### src/rtl/acc_cpu_pkg.sv
// Shared types for the accumulator core: opcode and FSM encodings, and a
// constant-foldable clog2 used to size address fields.
package acc_cpu_pkg;

   localparam int OP_W = 4;

   typedef enum logic [OP_W-1:0] {
      OP_LDI  = 4'h0,
      OP_MOV  = 4'h1,
      OP_ADD  = 4'h2,
      OP_SUB  = 4'h3,
      OP_AND  = 4'h4,
      OP_OR   = 4'h5,
      OP_SHR  = 4'h6,
      OP_SHL  = 4'h7,
      OP_ST   = 4'h8,
      OP_LD   = 4'h9,
      OP_ACC  = 4'hA,
      OP_CLRA = 4'hB
   } op_e;

   typedef enum logic [1:0] {
      IDLE  = 2'd0,
      EXEC  = 2'd1,
      MEMRD = 2'd2
   } state_e;

   function automatic int clog2(input int value);
      int r;
      r = 0;
      for (int i = 0; i < 31; i++)
         if ((1 << i) < value) r = i + 1;
      return r;
   endfunction

endpackage

### src/rtl/acc_cpu_regfile.sv
// NREGS x DATA_W register file: two async read ports, one sync write port.
// Write lands on the next clock edge; synchronous clear has priority.
module acc_cpu_regfile
   import acc_cpu_pkg::*;
#(
   parameter int DATA_W = 8,
   parameter int NREGS  = 8,
   parameter int RA_W   = clog2(NREGS)
) (
   input  logic              clk,
   input  logic              reset,
   input  logic              we,
   input  logic [RA_W-1:0]   waddr,
   input  logic [DATA_W-1:0] wdata,
   input  logic [RA_W-1:0]   raddr_a,
   output logic [DATA_W-1:0] rdata_a,
   input  logic [RA_W-1:0]   raddr_b,
   output logic [DATA_W-1:0] rdata_b
);

   logic [DATA_W-1:0] regs [NREGS];

   always_ff @(posedge clk) begin
      if (reset) begin
         for (int i = 0; i < NREGS; i++) regs[i] <= '0;
      end else if (we) begin
         regs[waddr] <= wdata;
      end
   end

   assign rdata_a = regs[raddr_a];
   assign rdata_b = regs[raddr_b];

endmodule

### src/rtl/acc_cpu_core.sv
// Multi-cycle accumulator core; SHR/SHL exist only when BARREL_SHIFT_EN is defined.
// ALU/ST take 2 cycles and LD 3 from accept to ready; instr_valid is ignored while busy.
module acc_cpu_core
   import acc_cpu_pkg::*;
#(
   parameter int DATA_W    = 8,
   parameter int NREGS     = 8,
   parameter int MEM_DEPTH = 16,
   parameter int PC_W      = 8,
   localparam int RA_W     = clog2(NREGS),
   localparam int MA_W     = clog2(MEM_DEPTH),
   localparam int IW       = OP_W + 2*RA_W + DATA_W
) (
   input  logic              CLK,
   input  logic              RESET,
   input  logic              instr_valid,
   output logic              instr_ready,
   input  logic [IW-1:0]     INSTRUCTION,
   output logic [PC_W-1:0]   PC,
   output logic [DATA_W-1:0] acc_out,
   output logic              zero,
   output logic              carry,
   output logic              illegal,
   output logic              busy
);

   typedef struct packed {
      logic [OP_W-1:0]   op;
      logic [RA_W-1:0]   dst;
      logic [RA_W-1:0]   src;
      logic [DATA_W-1:0] imm;
   } instr_t;

   state_e            state;
   instr_t            ir;
   logic [DATA_W-1:0] mem [MEM_DEPTH];
   logic [DATA_W-1:0] mem_rd;
   logic [DATA_W-1:0] rd, rs, res, acc_nxt;
   logic [DATA_W:0]   add_sum, sub_sum, acc_sum;
   logic [MA_W-1:0]   maddr;
   logic              exec, reg_we, acc_we, mem_we, z_upd, c_upd, c_nxt, z_nxt, bad;

   assign exec        = (state == EXEC);
   assign instr_ready = (state == IDLE);
   assign busy        = !instr_ready;
   assign illegal     = exec && bad;
   assign maddr       = ir.imm[MA_W-1:0];

   acc_cpu_regfile #(.DATA_W(DATA_W), .NREGS(NREGS), .RA_W(RA_W)) u_regfile (
      .clk     (CLK),
      .reset   (RESET),
      .we      ((exec && reg_we) || (state == MEMRD)),
      .waddr   (ir.dst),
      .wdata   ((state == MEMRD) ? mem_rd : res),
      .raddr_a (ir.dst),
      .rdata_a (rd),
      .raddr_b (ir.src),
      .rdata_b (rs)
   );

   // SUB is done as Rd + ~Rs + 1 so the carry-out reads as "no borrow".
   assign add_sum = {1'b0, rd} + {1'b0, rs};
   assign sub_sum = {1'b0, rd} + {1'b0, ~rs} + {{DATA_W{1'b0}}, 1'b1};
   assign acc_sum = {1'b0, acc_out} + {1'b0, rs};

`ifdef BARREL_SHIFT_EN
   localparam int SH_W = clog2(DATA_W);
   logic [DATA_W-1:0] shr_res, shl_res;

   always_comb begin
      shr_res = rd;
      shl_res = rd;
      for (int s = 0; s < SH_W; s++) begin
         if (ir.imm[s]) begin
            shr_res = shr_res >> (1 << s);
            shl_res = shl_res << (1 << s);
         end
      end
   end
`endif

   always_comb begin
      res     = '0;
      acc_nxt = acc_out;
      c_nxt   = carry;
      reg_we  = 1'b0;
      acc_we  = 1'b0;
      mem_we  = 1'b0;
      z_upd   = 1'b0;
      c_upd   = 1'b0;
      bad     = 1'b0;
      case (ir.op)
         OP_LDI:  begin res = ir.imm; reg_we = 1'b1; end
         OP_MOV:  begin res = rs;     reg_we = 1'b1; end
         OP_ADD:  begin {c_nxt, res} = add_sum; reg_we = 1'b1; z_upd = 1'b1; c_upd = 1'b1; end
         OP_SUB:  begin {c_nxt, res} = sub_sum; reg_we = 1'b1; z_upd = 1'b1; c_upd = 1'b1; end
         OP_AND:  begin res = rd & rs; reg_we = 1'b1; z_upd = 1'b1; end
         OP_OR:   begin res = rd | rs; reg_we = 1'b1; z_upd = 1'b1; end
`ifdef BARREL_SHIFT_EN
         OP_SHR:  begin res = shr_res; reg_we = 1'b1; z_upd = 1'b1; end
         OP_SHL:  begin res = shl_res; reg_we = 1'b1; z_upd = 1'b1; end
`endif
         OP_ST:   mem_we = 1'b1;
         OP_LD:   ;
         OP_ACC:  begin {c_nxt, acc_nxt} = acc_sum; acc_we = 1'b1; z_upd = 1'b1; c_upd = 1'b1; end
         OP_CLRA: begin acc_nxt = '0; acc_we = 1'b1; end
         default: bad = 1'b1;
      endcase
   end

   assign z_nxt = (ir.op == OP_ACC) ? (acc_nxt == '0) : (res == '0);

   always_ff @(posedge CLK) begin
      if (RESET) begin
         state   <= IDLE;
         ir      <= '0;
         PC      <= '0;
         acc_out <= '0;
         zero    <= 1'b0;
         carry   <= 1'b0;
         mem_rd  <= '0;
      end else begin
         case (state)
            IDLE: begin
               if (instr_valid) begin
                  ir    <= INSTRUCTION;
                  PC    <= PC + PC_W'(1);
                  state <= EXEC;
               end
            end
            EXEC: begin
               state  <= (ir.op == OP_LD) ? MEMRD : IDLE;
               mem_rd <= mem[maddr];
               if (acc_we) acc_out <= acc_nxt;
               if (z_upd)  zero    <= z_nxt;
               if (c_upd)  carry   <= c_nxt;
            end
            default: state <= IDLE;
         endcase
      end
   end

   always_ff @(posedge CLK) begin
      if (RESET) begin
         for (int i = 0; i < MEM_DEPTH; i++) mem[i] <= '0;
      end else if (exec && mem_we) begin
         mem[maddr] <= rs;
      end
   end

endmodule

### config.mk
export PLATFORM = sky130hd
export DESIGN_NAME = acc_cpu_core
export DESIGN_NICKNAME = d
export VERILOG_FILES = /design/src/rtl/acc_cpu_pkg.sv /design/src/rtl/acc_cpu_regfile.sv /design/src/rtl/acc_cpu_core.sv
export SDC_FILE = /design/constraint.sdc
export NUM_CORES = 1
export LEC_CHECK = 0
export ABC_AREA = 1
export CAP_MARGIN = 20
export CORE_ASPECT_RATIO = 1.75
export CORE_MARGIN = 2
export CORE_UTILIZATION = 46
export CTS_CLUSTER_SIZE = 24
export DETAILED_ROUTE_END_ITERATION = 10
export SLEW_MARGIN = 20
export SYNTH_ARGS = -nofsm -noshare
export SYNTH_HDL_FRONTEND = slang
export SYNTH_SLANG_ARGS = --single-unit
### constraint.sdc
create_clock -name CLK -period 3.5 [get_ports CLK]
set_input_delay 0.35 -clock CLK [delete_from_list [all_inputs] [get_ports CLK]]
set_output_delay 0.35 -clock CLK [all_outputs]
set_load 0.01 [all_outputs]
Word-level counts from Yosys, hierarchy flattened

Memories as Yosys holds them, arrays and structs flattened. A register that Yosys moved wholly into a read port is not among the register bits.
Index checks and enable logic that the tools add are counted.

Output and inout bits: 21
Logic and storage cells: 84
Input bits: 21
RAM bits: 192
Register bits after elaboration: 38
Memories: 2

Bitwise logic cells: 3
Equality and inequality tests: 12
Mux-type cells: 32
Add/sub/neg operators: 5
Reduce and logical (&&, ||, !) cells: 21

Memories:

| name           | depth | width | rd ports | clocked after memory_dff | write ports | RTL line              | text |
|---|---|---|---|---|---|---|---|
| mem            | 16    | 8     | 1        | 1                        | 16          | acc_cpu_core.sv:36    | `logic [DATA_W-1:0] mem [MEM_DEPTH];` |
| u_regfile.regs | 8     | 8     | 2        | 2                        | 8           | acc_cpu_regfile.sv:21 | `logic [DATA_W-1:0] regs [NREGS];` |

Operator list:

| cell                                                                   | count |
|---|---|
| 8-bit case mux with 6 select lines                                     | 1 |
| 8-bit by 8-bit adder with 9-bit output                                 | 3 |
| 8-bit two-way mux                                                      | 3 |
| 1-bit two-way mux                                                      | 17 |
| 4-bit equality test (second input constant)                            | 4 |
| 8-bit logical NOT                                                      | 2 |
| 8-bit case mux with 2 select lines                                     | 1 |
| 8-bit OR reduction                                                     | 2 |
| 3-bit two-way mux                                                      | 5 |
| 10-bit OR reduction                                                    | 1 |
| 9-bit by 1-bit adder with 9-bit output (second input constant)         | 1 |
| 8-bit by 1-bit adder with 8-bit output (second input constant)         | 1 |
| 8-bit bitwise AND                                                      | 1 |
| 4-bit by 2-bit equality test with 1-bit output (second input constant) | 2 |
| 4-bit by 3-bit equality test with 1-bit output (second input constant) | 2 |
| 8-bit NOT                                                              | 1 |
| 8-bit OR                                                               | 1 |
| 2-bit AND reduction                                                    | 3 |
| 6-bit OR reduction                                                     | 1 |
| 5-bit OR reduction                                                     | 1 |
| 4-bit by 1-bit equality test with 1-bit output (second input constant) | 1 |
| 4-bit logical NOT                                                      | 1 |
| 2-bit two-way mux                                                      | 2 |
| 4-bit two-way mux                                                      | 1 |
| other kinds (13)                                                       | 15 |

Logic depth before layout (Yosys ltp)

Gate-level depths: netlist (run 1).

Depth in word-level cells: 10
Mapped depth: 23
Depth with buffers taken out: 20

By module

A second synthesis (run 1) with hierarchy kept.

Cell total of the unflattened synthesis: 1599
Area total of the unflattened synthesis: 13027.5 um^2

Modules (own cells, without submodules):

| module          | times used | seq. area each (um^2) | area each (um^2) | cells each |
|---|---|---|---|---|
| acc_cpu_core    | 1          | 4764.6                | 9138.8           | 1071 |
| acc_cpu_regfile | 1          | 1921.8                | 3888.7           | 528 |

Least setup slack after synthesis (run 1)

Ideal clock, no wire load.

Kind: reg-to-reg
From: register (tool-made name)
To: memory u_regfile.regs[0][6], data pin
Setup slack: 441 ps
Arrival time: 2796 ps
Cell stages (with the launch flop): 20
Path buffers: 3
Required time: 3237 ps
Period minus slack after synthesis: 3059 ps
Setup time: 263 ps
Cell sequence: dfxtp_1 buf_4 buf_6 o211ai_1 nand3_1 nand2_1 buf_2 inv_1 ha_1 fa_1 nand2_1 nand2_1 nand3_1 nand3_1 nand2_1 nor2_1 nor2_1 nand3_1 o21ai_2 nor2_1

RTL lines:

| element   | RTL line |
|---|---|
| to (decl) | acc_cpu_regfile.sv:21 |

==> results of run 1 <==
[metrics by stage]
| step | hold slack, ns | setup TNS (ns) | utilization |
|---|---|---|---|
| after floorplan | 0.422 | 0 | - |
| after global placement | 0.451 | -0.365 | 0.504 |
| after detailed placement | 0.457 | -0.110 | 0.504 |
| after CTS | 0.434 | 0 | 0.530 |
| after global routing | 0.490 | -0.00359 | 0.533 |
| final | 0.446 | 0 | 0.533 |
[power by group through the flow]
stage / clock [uW] / combinational, uW / sequential (uW)
2_1_floorplan: 0 / 914 / 3330
3_3_place_gp: 0 / 1500 / 3360
3_5_place_dp: 0 / 1500 / 3360
4_1_cts: 2530 / 1500 / 3300
5_1_grt: 2610 / 1670 / 3310
6_report: 2470 / 1530 / 3300
[worst min path at each step]
stage	cells past startpoint	endpoint	slack, ns	start
finish	3	flip-flop	0.45	INSTRUCTION[8]
global route	3	ir[7]	0.49	INSTRUCTION[7]
floorplan	1	state[0]	0.42	RESET
CTS	3	ir[4]	0.43	INSTRUCTION[4]
global placement	2	PC[7]	0.45	PC[7]
detailed placement	2	PC[7]	0.46	PC[7]
[sequential cells by signal, indices dropped and copies added (netlist names), named ones only]
name and cells:
mem 128, u_regfile.regs 64, ir 18, PC 8, acc_out 8, mem_rd 8, state 2, carry 1
zero 1
[synth_stat cells (2+ instances only)]
master	count	share of area
nor2_8	2	0.0031
nand4_1	7	0.0034
nand2_2	19	0.0093
buf_1	4	0.0012
o211ai_1	3	0.0018
o21ai_2	3	0.0021
inv_2	8	0.0024
nor2_2	9	0.0044
xnor2_1	2	0.0014
nand2_4	8	0.0071
buf_6	3	0.0026
xor2_1	2	0.0014
nand2_1	267	0.079
mux2i_4	3	0.0053
a21oi_1	72	0.028
nor4_1	2	0.00098
o21ai_0	95	0.037
a41oi_1	8	0.0055
clkbuf_1	21	0.0062
nand3_1	75	0.029
buf_2	28	0.011
o22ai_1	2	0.00098
a22oi_1	64	0.038
o21ai_1	6	0.0024
inv_1	131	0.039
nor2_4	4	0.0035
nor3_4	3	0.0038
ha_1	34	0.033
buf_4	2	0.0012
edfxtp_1	192	0.45
nor2_1	294	0.086
fa_1	3	0.0047
clkinv_1	4	0.0012
nor3_1	9	0.0035
dfxtp_1	52	0.082
[worst max-delay path, cell delays in order (launching register included)]
cell and delay (ns):
dfxtp_2 0.41, buf_12 0.18, inv_2 0.07, buf_4 0.19, nand2_1 0.08, nand3_1 0.07
nand3_1 0.24, nand2_1 0.21, ha_1 0.45, inv_1 0.12, nand2_1 0.07, nand2_1 0.05
a21oi_1 0.17, nand3_1 0.09, nand3_1 0.09, nand3_1 0.16, mux2i_4 0.21, buf_12 0.17
nor2_1 0.04
[metal layers]
layer	global-route usage	share of wire	vias to the layer above
met2	0.495	0.54	282
met5	0	0	-
li1	-	-	4977
met4	0.137	0.062	0
met1	0.281	0.36	4768
met3	0.0221	0.034	107
[cells by family after synthesis]
logic type | count (synthesis) | share of synthesized area
mux | 3 | 0.00529
fa+ha+maj | 37 | 0.0380
xor+xnor | 4 | 0.00275
buf+inv | 201 | 0.0642
flops | 244 | 0.533
simple gates | 704 | 0.237
compound gates | 258 | 0.120
[repair_timing]
action / CTS / global route
pin swaps: 0 / 2
setup endpoints to repair: 8 / 43
gates cloned: 0 / 1
resized for setup: 1 / 14
[cell type report]
class | instances | area, sq um | area share
Clock inverter | 11 | 129 | 0.00886
Clock buffer | 28 | 594 | 0.0408
Tap cell | 369 | 462 | 0.0317
Sequential cell | 244 | 6810 | 0.468
Timing Repair Buffer | 88 | 847 | 0.0582
Inverter | 143 | 537 | 0.0369
Multi-Input combinational cell | 1006 | 5180 | 0.356
==> summary.txt, run 1 <==
===========================================================================================
Asr flop ratio synth .........................................................            0
CTS clk-pin slew, worst paths ................................................      0.06 ns
Number of endpoints failing setup at the final stage .........................            0
Number of distinct standard cells referenced by the synthesized netlist ......           45
Clock skew ...................................................................    0.0169 ns
Result of the run ............................................................ finished clean
FF+latch count, synth ........................................................          244
Power Density ................................................................  502 mW/mm^2
Worst min-delay path category ................................................    in -> reg
DRC errors left ..............................................................            0
Maximum level of the CTS H-tree ..............................................            1
Fin cells ....................................................................         1889
Global-route wire length before repair .......................................     57200 um
Worst relative slew slack ....................................................        0.483
Endpoint class of the critical path ..........................................    flip-flop
Post-Place Worst Slack .......................................................   -0.0233 ns
Total detailed-routing wirelength ............................................     37900 um
Syn_nets .....................................................................         1509
Count of maximum capacitance violations ......................................            0
Most frequent standard cell in the layout excluding fill and tap cells .......       nor2_1
Sw Ratio .....................................................................        0.298
Fraction of power consumed by sequential logic ...............................        0.452
CTS root buf .................................................................    clkbuf_16
Count of standard-cell rows ..................................................           80
Share of post-route cells with drive strength above 1 ........................        0.101
Share of the cycle needed by the critical path after routing .................        0.957
Clock tree from TritonCTS ....................................................          yes
Weighted congestion at the end of routability-driven global placement ........        0.983
Detailed-route vias per instance .............................................         5.36
Horizontal die dimension .....................................................       130 um
Post-Synthesis Cell Area ..................................................... 0.0128 sq mm
Combinational share of power .................................................        0.209
Via count of the first global-routing pass ...................................         9976
Post-route total power .......................................................      7300 uW
Number of flops mapped to enable cells by yosys ..............................          192
Slack of the worst reg-to-reg path ...........................................      0.15 ns
Global-route congestion overflow total .......................................            0
DP HPWL ......................................................................     28500 um
Crit path setup slack, layout ................................................     0.151 ns
Fraction of the yosys area taken by sequential cells .........................        0.533
Diodes inserted ..............................................................            0
Switching power ..............................................................      2180 uW
Category of the most critical setup path .....................................   reg -> reg
Count of clock tree sinks ....................................................          244
Total routing usage reported by global routing ...............................        0.261
Post-CTS setup-driven buffer insertion count .................................            0
Routed via count .............................................................        10100
End of the critical path ..................................................... u_regfile.regs[0][7]
Avg Inst Size Synth ..........................................................   8.80 sq um
Post-placement cell area ..................................................... 0.0138 sq mm
Net count, final .............................................................         1563
Transition time of the tightest slew-check pin ...............................     0.773 ns
Largest driver fanout on the critical path ...................................           21
Layout fillers ...............................................................         2637
Commonest cells after routing, fill and taps aside ........................... 293 x nor2_1, 265 x nand2_1, 192 x edfxtp_1
Chip height ..................................................................       224 um
Hold Violations, Final .......................................................            0
Starting Density .............................................................        0.467
Antenna Nets Post-Route ......................................................            0
Proportion of power drawn by the clock network ...............................        0.339
Clock buffer count from CTS ..................................................           22
Number of antenna violations at the first check in global routing ............            0
Number of design-rule violations left by the first detailed-router iteration .          734
Wire length per cell .........................................................      20.1 um
Prevailing post-synth register cell ..........................................     edfxtp_1
Leakage power summed over all cells ..........................................   0.00607 uW
Worst vdd rail ir drop .......................................................   0.000390 V
Total die area ............................................................... 0.0292 sq mm
Internal power consumption ...................................................      5130 uW
Layout Area Growth over Synthesis ............................................        14.0%
First drt pass iteration count ...............................................            7
Number of instances in the synthesized netlist ...............................         1451
Count of yosys warnings during synthesis .....................................            0
Number of buffers inserted by port buffering .................................           41
Clock latency on the worst-skew pair .........................................      0.53 ns
Arr. time, crit path .........................................................      3.62 ns
Largest net degree at the start of global routing ............................           43
Maximum frequency from static timing analysis ................................    0.299 GHz
Count of hold buffers inserted by post-cts repair ............................            0
Tmin final ...................................................................      3.35 ns
Maximum number of buffers from clock root to sink ............................            3
Cell Count Post-Placement ....................................................         1849
Depth of the worst register-to-register path .................................           18
Pins over their slew limit ...................................................            0
Data required, critical path .................................................      3.77 ns
Final std cell area, no fill ................................................. 0.0146 sq mm
Sort of element at the start of the critical path ............................    flip-flop
End of the worst register-to-register path ................................... u_regfile.regs[0][7]
I/O pin cnt ..................................................................           42
Core Region .................................................................. 0.0273 sq mm
===========================================================================================
No activity file was read; power rests on OpenSTA's default activity.
==> inputs of run 2 (changes only) <==
Settings changed: CAP_MARGIN 20 to default, RECOVER_POWER from default to 25.
==> run 2 against run 1 <==
Net effect:
- the flow now finishes with violations (max-capacitance violations, max-slew violations)
- hold slack hardly changed
- clock skew barely moved
- critical path type unchanged
- sequential share of layout area grew 0.089 points
- global-route usage is the same
- design area down 0.19%
- first-iteration DRC count decreased by 4.6%
- via count grew 0.35%
- maximum frequency grew 0.38%
- count of clock-buffer cells in the layout unchanged
- final cell count unchanged
==> summary.txt, run 2 (synthesized netlist as in run 1, its figures left out) <==
===========================================================================================
Result of the run ............................................................ finished, violations left
Violations in the final reports .............................................. max-capacitance violations, max-slew violations
Tmin final ...................................................................      3.34 ns
Number of buffers and inverters on the critical path .........................            5
Area taken by multi-input logic gates ........................................ 0.00516 sq mm
Standard cell with the maximum stage delay on the critical path ..............         ha_1
Number of endpoints failing setup at the final stage .........................            0
Registers with the most flip-flops ........................................... mem (128), u_regfile.regs (64), ir (18)
Antenna Nets Post-Route ......................................................            0
Starting Density .............................................................        0.467
Number of buffers inserted by port buffering .................................           41
Count of clock tree sinks ....................................................          244
Commonest cells after routing, fill and taps aside ........................... 296 x nor2_1, 268 x nand2_1, 192 x edfxtp_1
Leakage power summed over all cells ..........................................   0.00612 uW
Count of hold buffers inserted by post-cts repair ............................            0
Post-Route Hold Slack ........................................................     0.446 ns
Most frequent standard cell in the layout excluding fill and tap cells .......       nor2_1
Weighted congestion at the end of routability-driven global placement ........        0.983
Maximum number of buffers from clock root to sink ............................            3
Pins over their slew limit ...................................................           36
Total detailed-routing wirelength ............................................     37900 um
DP HPWL ......................................................................     28500 um
Number of antenna violations at the first check in global routing ............            0
Clock buffer count from CTS ..................................................           22
Top cell by count, worst path ................................................      nand3_1
Total negative setup slack ...................................................         0 ns
CTS root buf .................................................................    clkbuf_16
Post-route total power .......................................................      7300 uW
Count of standard-cell rows ..................................................           80
Via count of the first global-routing pass ...................................         9976
Depth of the critical timing path with buffers and inverters included ........           18
Worst vdd rail ir drop .......................................................   0.000395 V
Largest net degree at the start of global routing ............................           43
Worst min-delay path category ................................................    in -> reg
Clock tree from TritonCTS ....................................................          yes
Category of the most critical setup path .....................................   reg -> reg
Total die area ............................................................... 0.0292 sq mm
Share of the cycle needed by the critical path after routing .................        0.953
Depth of the worst register-to-register path .................................           18
Maximum frequency from static timing analysis ................................    0.300 GHz
Layout fillers ...............................................................         2643
Number of design-rule violations left by the first detailed-router iteration .          700
Cell breakdown of the critical path .......................................... buf_12, inv_2, buf_4, nand2_1, nand3_1, nand3_1, nand2_1, ha_1, inv_1, nand2_1, nand2_1, a21oi_1, nand3_1, nand3_1, nand3_1, mux2i_4, buf_12, nor2_1
Wire length per cell .........................................................      20.1 um
Final std cell area, no fill ................................................. 0.0145 sq mm
Core Region .................................................................. 0.0273 sq mm
Number of flip-flops in the largest register .................................          128
Global-route wire length before repair .......................................     57200 um
Post-placement cell area ..................................................... 0.0138 sq mm
Layout Area Growth over Synthesis ............................................        13.8%
Top Family by Delay on Critical Path ......................................... simple AND/OR/NAND/NOR gates
Data required, critical path .................................................      3.77 ns
I/O pin cnt ..................................................................           42
Routed via count .............................................................        10200
Count of maximum capacitance violations ......................................            1
Worst stage delay on the critical path .......................................      0.44 ns
Horizontal die dimension .....................................................       130 um
Power Density ................................................................  503 mW/mm^2
Transition time of the tightest slew-check pin ...............................      1.51 ns
Clock skew ...................................................................    0.0170 ns
Endpoint class of the critical path ..........................................    flip-flop
Chip height ..................................................................       224 um
Net count, final .............................................................         1563
Arr. time, crit path .........................................................      3.61 ns
Detailed-route vias per instance .............................................         5.38
Largest driver fanout on the critical path ...................................           21
Sort of element at the start of the critical path ............................    flip-flop
Total routing usage reported by global routing ...............................        0.261
Global-route congestion overflow total .......................................            0
First drt pass iteration count ...............................................            5
Area of all sequential standard cells ........................................ 0.00681 sq mm
CTS clk-pin slew, worst paths ................................................      0.06 ns
Post-CTS setup-driven buffer insertion count .................................            0
Clock latency on the worst-skew pair .........................................      0.53 ns
Diodes inserted ..............................................................            0
DRC errors left ..............................................................            0
Hold Violations, Final .......................................................            0
Share of post-route cells with drive strength above 1 ........................       0.0954
Hold path cells ..............................................................            3
Reg with most FFs ............................................................          mem
Worst relative slew slack ....................................................     -0.00546
Maximum level of the CTS H-tree ..............................................            1
===========================================================================================
[run 2: cell types whose count changed in the layout (fill, tap and decap cells not counted), sizes merged]
cell	delta
dlygate4sd3	+20
clkbuf	+2
clkdlybuf4s50	-20
buf	-2
[run 2: metrics by stage]
step	setup slack [ns]	utilization	std cells
after global routing	-0.00190	0.532	1889
after detailed placement	-0.0233	0.504	1849
after floorplan	0.441	-	1451
after CTS	0.0519	0.530	1888
after global placement	-0.0500	0.504	1849
final	0.163	0.532	1889
[run 2: path summary, 6_finish.rpt]
check	to	slack [ns]	from
setup / recovery	u_regfile.regs[0][7]	0.16	flip-flop
hold / removal	flip-flop	0.45	INSTRUCTION[8]
setup reg to reg	u_regfile.regs[0][7]	0.16	flip-flop
hold reg to reg	PC[7]	0.46	PC[7]
[run 2: metal layers]
layer  global-route usage  vias up  part of all wire  routed length (um)
met1                0.281     4789              0.36               13500
met3               0.0221      104             0.037                1400
met4                0.137        0             0.060                2290
met5                    0        -                 0                   0
met2                0.495      300              0.55               20700
li1                     -     4976                 -                   -
[run 2: layout make-up]
class / instances / share of cell area
Multi-Input combinational cell: 1006 / 0.355
Sequential cell: 244 / 0.469
Clock buffer: 28 / 0.0409
Inverter: 143 / 0.0370
Tap cell: 369 / 0.0318
Timing Repair Buffer: 88 / 0.0578
Clock inverter: 11 / 0.00887
[run 2: timing repair]
action | CTS | global route
cloned | 0 | 1
endpoints found under the hold margin | 0 | 0
endpoints found under the setup margin | 8 | 43
resized for setup | 1 | 14
pin swaps | 0 | 2
[run 2: worst reg2reg max path: cells and delay by family (launching register included)]
kind,cells,cell delay [ns]
adder cells (fa/ha/maj),1,0.44
buffers and inverters,5,0.74
flip-flops,1,0.40
AO/OA/AOI/OAI,1,0.17
multiplexers,1,0.21
AND/OR/NAND/NOR,10,1.12
[run 2: report_power, final]
group,switching [uW],internal (uW),leakage (uW)
registers,71.0,3230,0.00242
logic,1050,473,0.00335
clock network,1050,1420,0.000354
==> inputs of run 3 (changes only) <==
Settings changed: MAX_ROUTING_LAYER from default to met4.
==> run 3 against run 2 <==
Net effect:
- largest cell class unchanged
- sequential share of layout area barely moved
- global-route usage rose by 1.2 points
- sequential cell count did not move
- count of clock-buffer cells in the layout fell by 1
- power fell by 1.1%
- the flow now finishes without violations
- design area barely moved
- register-to-register slack barely moved
- combinational power barely moved
==> summary.txt, run 3 (synthesized netlist as in run 1, its figures left out) <==
===========================================================================================
Number of endpoints failing setup at the final stage .........................            0
Layout Area Growth over Synthesis ............................................        13.9%
Commonest cells after routing, fill and taps aside ........................... 295 x nor2_1, 271 x nand2_1, 192 x edfxtp_1
Wire length per cell .........................................................      20.3 um
Weighted congestion at the end of routability-driven global placement ........         1.05
Global-route congestion overflow total .......................................            0
Share of the cycle needed by the critical path after routing .................        0.954
Maximum frequency from static timing analysis ................................    0.299 GHz
Number of antenna violations at the first check in global routing ............            0
Share of post-route cells with drive strength above 1 ........................        0.102
Tmin final ...................................................................      3.34 ns
Worst relative slew slack ....................................................      0.00798
Result of the run ............................................................ finished clean
End of the worst register-to-register path ................................... u_regfile.regs[0][2]
Launch point of the worst hold path .......................................... INSTRUCTION[9]
Maximum level of the CTS H-tree ..............................................            1
Number of design-rule violations left by the first detailed-router iteration .          638
Clock buffer count from CTS ..................................................           23
Hold Violations, Final .......................................................            0
Reg with most FFs ............................................................          mem
Pins over their slew limit ...................................................            0
Count of maximum capacitance violations ......................................            0
Slack of the worst reg-to-reg path ...........................................      0.16 ns
Worst vdd rail ir drop .......................................................   0.000383 V
DRC errors left ..............................................................            0
Unrepaired setup endpoints after global routing ..............................           no
Count of clock tree sinks ....................................................          244
Data required, critical path .................................................      3.78 ns
Arr. time, crit path .........................................................      3.62 ns
Post-placement cell area ..................................................... 0.0138 sq mm
Area taken by multi-input logic gates ........................................ 0.00519 sq mm
Detailed-route vias per instance .............................................         5.45
Final std cell area, no fill ................................................. 0.0145 sq mm
Core Region .................................................................. 0.0273 sq mm
Largest net degree at the start of global routing ............................           40
Most frequent standard cell in the layout excluding fill and tap cells .......       nor2_1
Count of hold buffers inserted by post-cts repair ............................            0
Worst min-delay path category ................................................    in -> reg
Largest driver fanout on the critical path ...................................           38
Horizontal die dimension .....................................................       130 um
Power Density ................................................................  497 mW/mm^2
Leakage power summed over all cells ..........................................   0.00612 uW
Number of flip-flops in the largest register .................................          128
Total detailed-routing wirelength ............................................     38400 um
Global-route wire length before repair .......................................     57500 um
Maximum number of buffers from clock root to sink ............................            3
Layout fillers ...............................................................         2646
Post-route total power .......................................................      7220 uW
Depth of the worst register-to-register path .................................           16
Sort of element at the start of the critical path ............................    flip-flop
Area of all sequential standard cells ........................................ 0.00681 sq mm
Clock tree from TritonCTS ....................................................          yes
Number of buffers inserted by port buffering .................................           41
Antenna Nets Post-Route ......................................................            0
Fraction of the core area covered by cells at the end of the flow ............        0.532
Post-Place Worst Slack .......................................................    -0.133 ns
DP HPWL ......................................................................     29200 um
Min-Delay Endpoint ...........................................................        ir[9]
CTS clk-pin slew, worst paths ................................................      0.07 ns
Crit path setup slack, layout ................................................     0.161 ns
Via count of the first global-routing pass ...................................        10100
Routed via count .............................................................        10300
Count of standard-cell rows ..................................................           80
Endpoint class of the critical path ..........................................    flip-flop
Chip height ..................................................................       224 um
Starting Density .............................................................        0.467
Clock latency on the worst-skew pair .........................................      0.53 ns
Net count, final .............................................................         1566
CTS root buf .................................................................    clkbuf_16
I/O pin cnt ..................................................................           42
Hold path cells ..............................................................            3
First drt pass iteration count ...............................................            6
Diodes inserted ..............................................................            0
Total negative setup slack ...................................................         0 ns
Registers with the most flip-flops ........................................... mem (128), u_regfile.regs (64), ir (18)
Clock skew ...................................................................    0.0145 ns
Total routing usage reported by global routing ...............................        0.273
Transition time of the tightest slew-check pin ...............................      1.49 ns
Total die area ............................................................... 0.0292 sq mm
Category of the most critical setup path .....................................   reg -> reg
===========================================================================================
[run 3: cell count changes in the layout (fill, tap and decap cells not counted), sizes merged]
cell	previous run	this run
clkbuf	31	29
inv	140	142
buf	44	47
bufinv	3	0
clkinv	11	12
clkinvlp	0	4
[run 3: what timing repair did]
item	in CTS	in global routing
pin swaps	0	3
endpoints found under the hold margin	0	0
setup endpoints to repair	32	50
gates resized for setup	2	27
buffers inserted	0	2
[run 3: area by class of cell]
type,count,area share
tap,369,0.0318
timing repair buffer,90,0.0581
inverter,143,0.0372
sequential,244,0.468
clock buffer,27,0.0413
multi-input combinational,1006,0.357
clock inverter,15,0.00628
[run 3: worst max-delay path by stage]
stage	endpoint	depth (start not counted)	slack, ns	start
6_report	u_regfile.regs[0][2]	16	0.16	flip-flop
5_1_grt	u_regfile.regs[6][7]	19	0.01	flip-flop
4_1_cts	u_regfile.regs[7][7]	17	0.001	flip-flop
3_5_place_dp	u_regfile.regs[6][4]	19	-0.13	flip-flop
3_3_place_gp	u_regfile.regs[0][4]	18	-0.09	flip-flop
2_1_floorplan	u_regfile.regs[0][6]	19	0.44	flip-flop
[run 3: where the power goes]
group / leakage, uW / internal, uW / switching [uW]
sequential: 0.00242 / 3230 / 72.7
clock: 0.000332 / 1240 / 1120
combinational: 0.00337 / 487 / 1070
total: 0.00612 / 4960 / 2260
[run 3: worst max-delay path, stage by stage, from the launching register on]
cell      delay [ns]
dfxtp_1         0.32
buf_12          0.17
o211ai_1        0.35
nand3_1         0.18
nand2_1         0.13
inv_1           0.12
ha_1            0.27
fa_1            0.45
xor2_1          0.18
nand2_1         0.07
nand3_1         0.07
nor2_1          0.20
nand2_1         0.08
inv_1           0.08
nand2_1         0.08
o21ai_4         0.20
nor2_1          0.10
[run 3: through the flow]
step | hold WS (ns) | instances
after global routing | 0.483 | 1894
final | 0.455 | 1894
after detailed placement | 0.457 | 1850
after CTS | 0.448 | 1892
after floorplan | 0.422 | 1451
after global placement | 0.451 | 1850
[run 3: per-layer routing]
layer  vias to the layer above  routed length (um)  track usage
met3                       144                1290       0.0214
met4                         0                2620        0.157
met5                         -                   0            -
met1                      4879               13800        0.281
li1                       4986                   -            -
met2                       307               20700        0.501
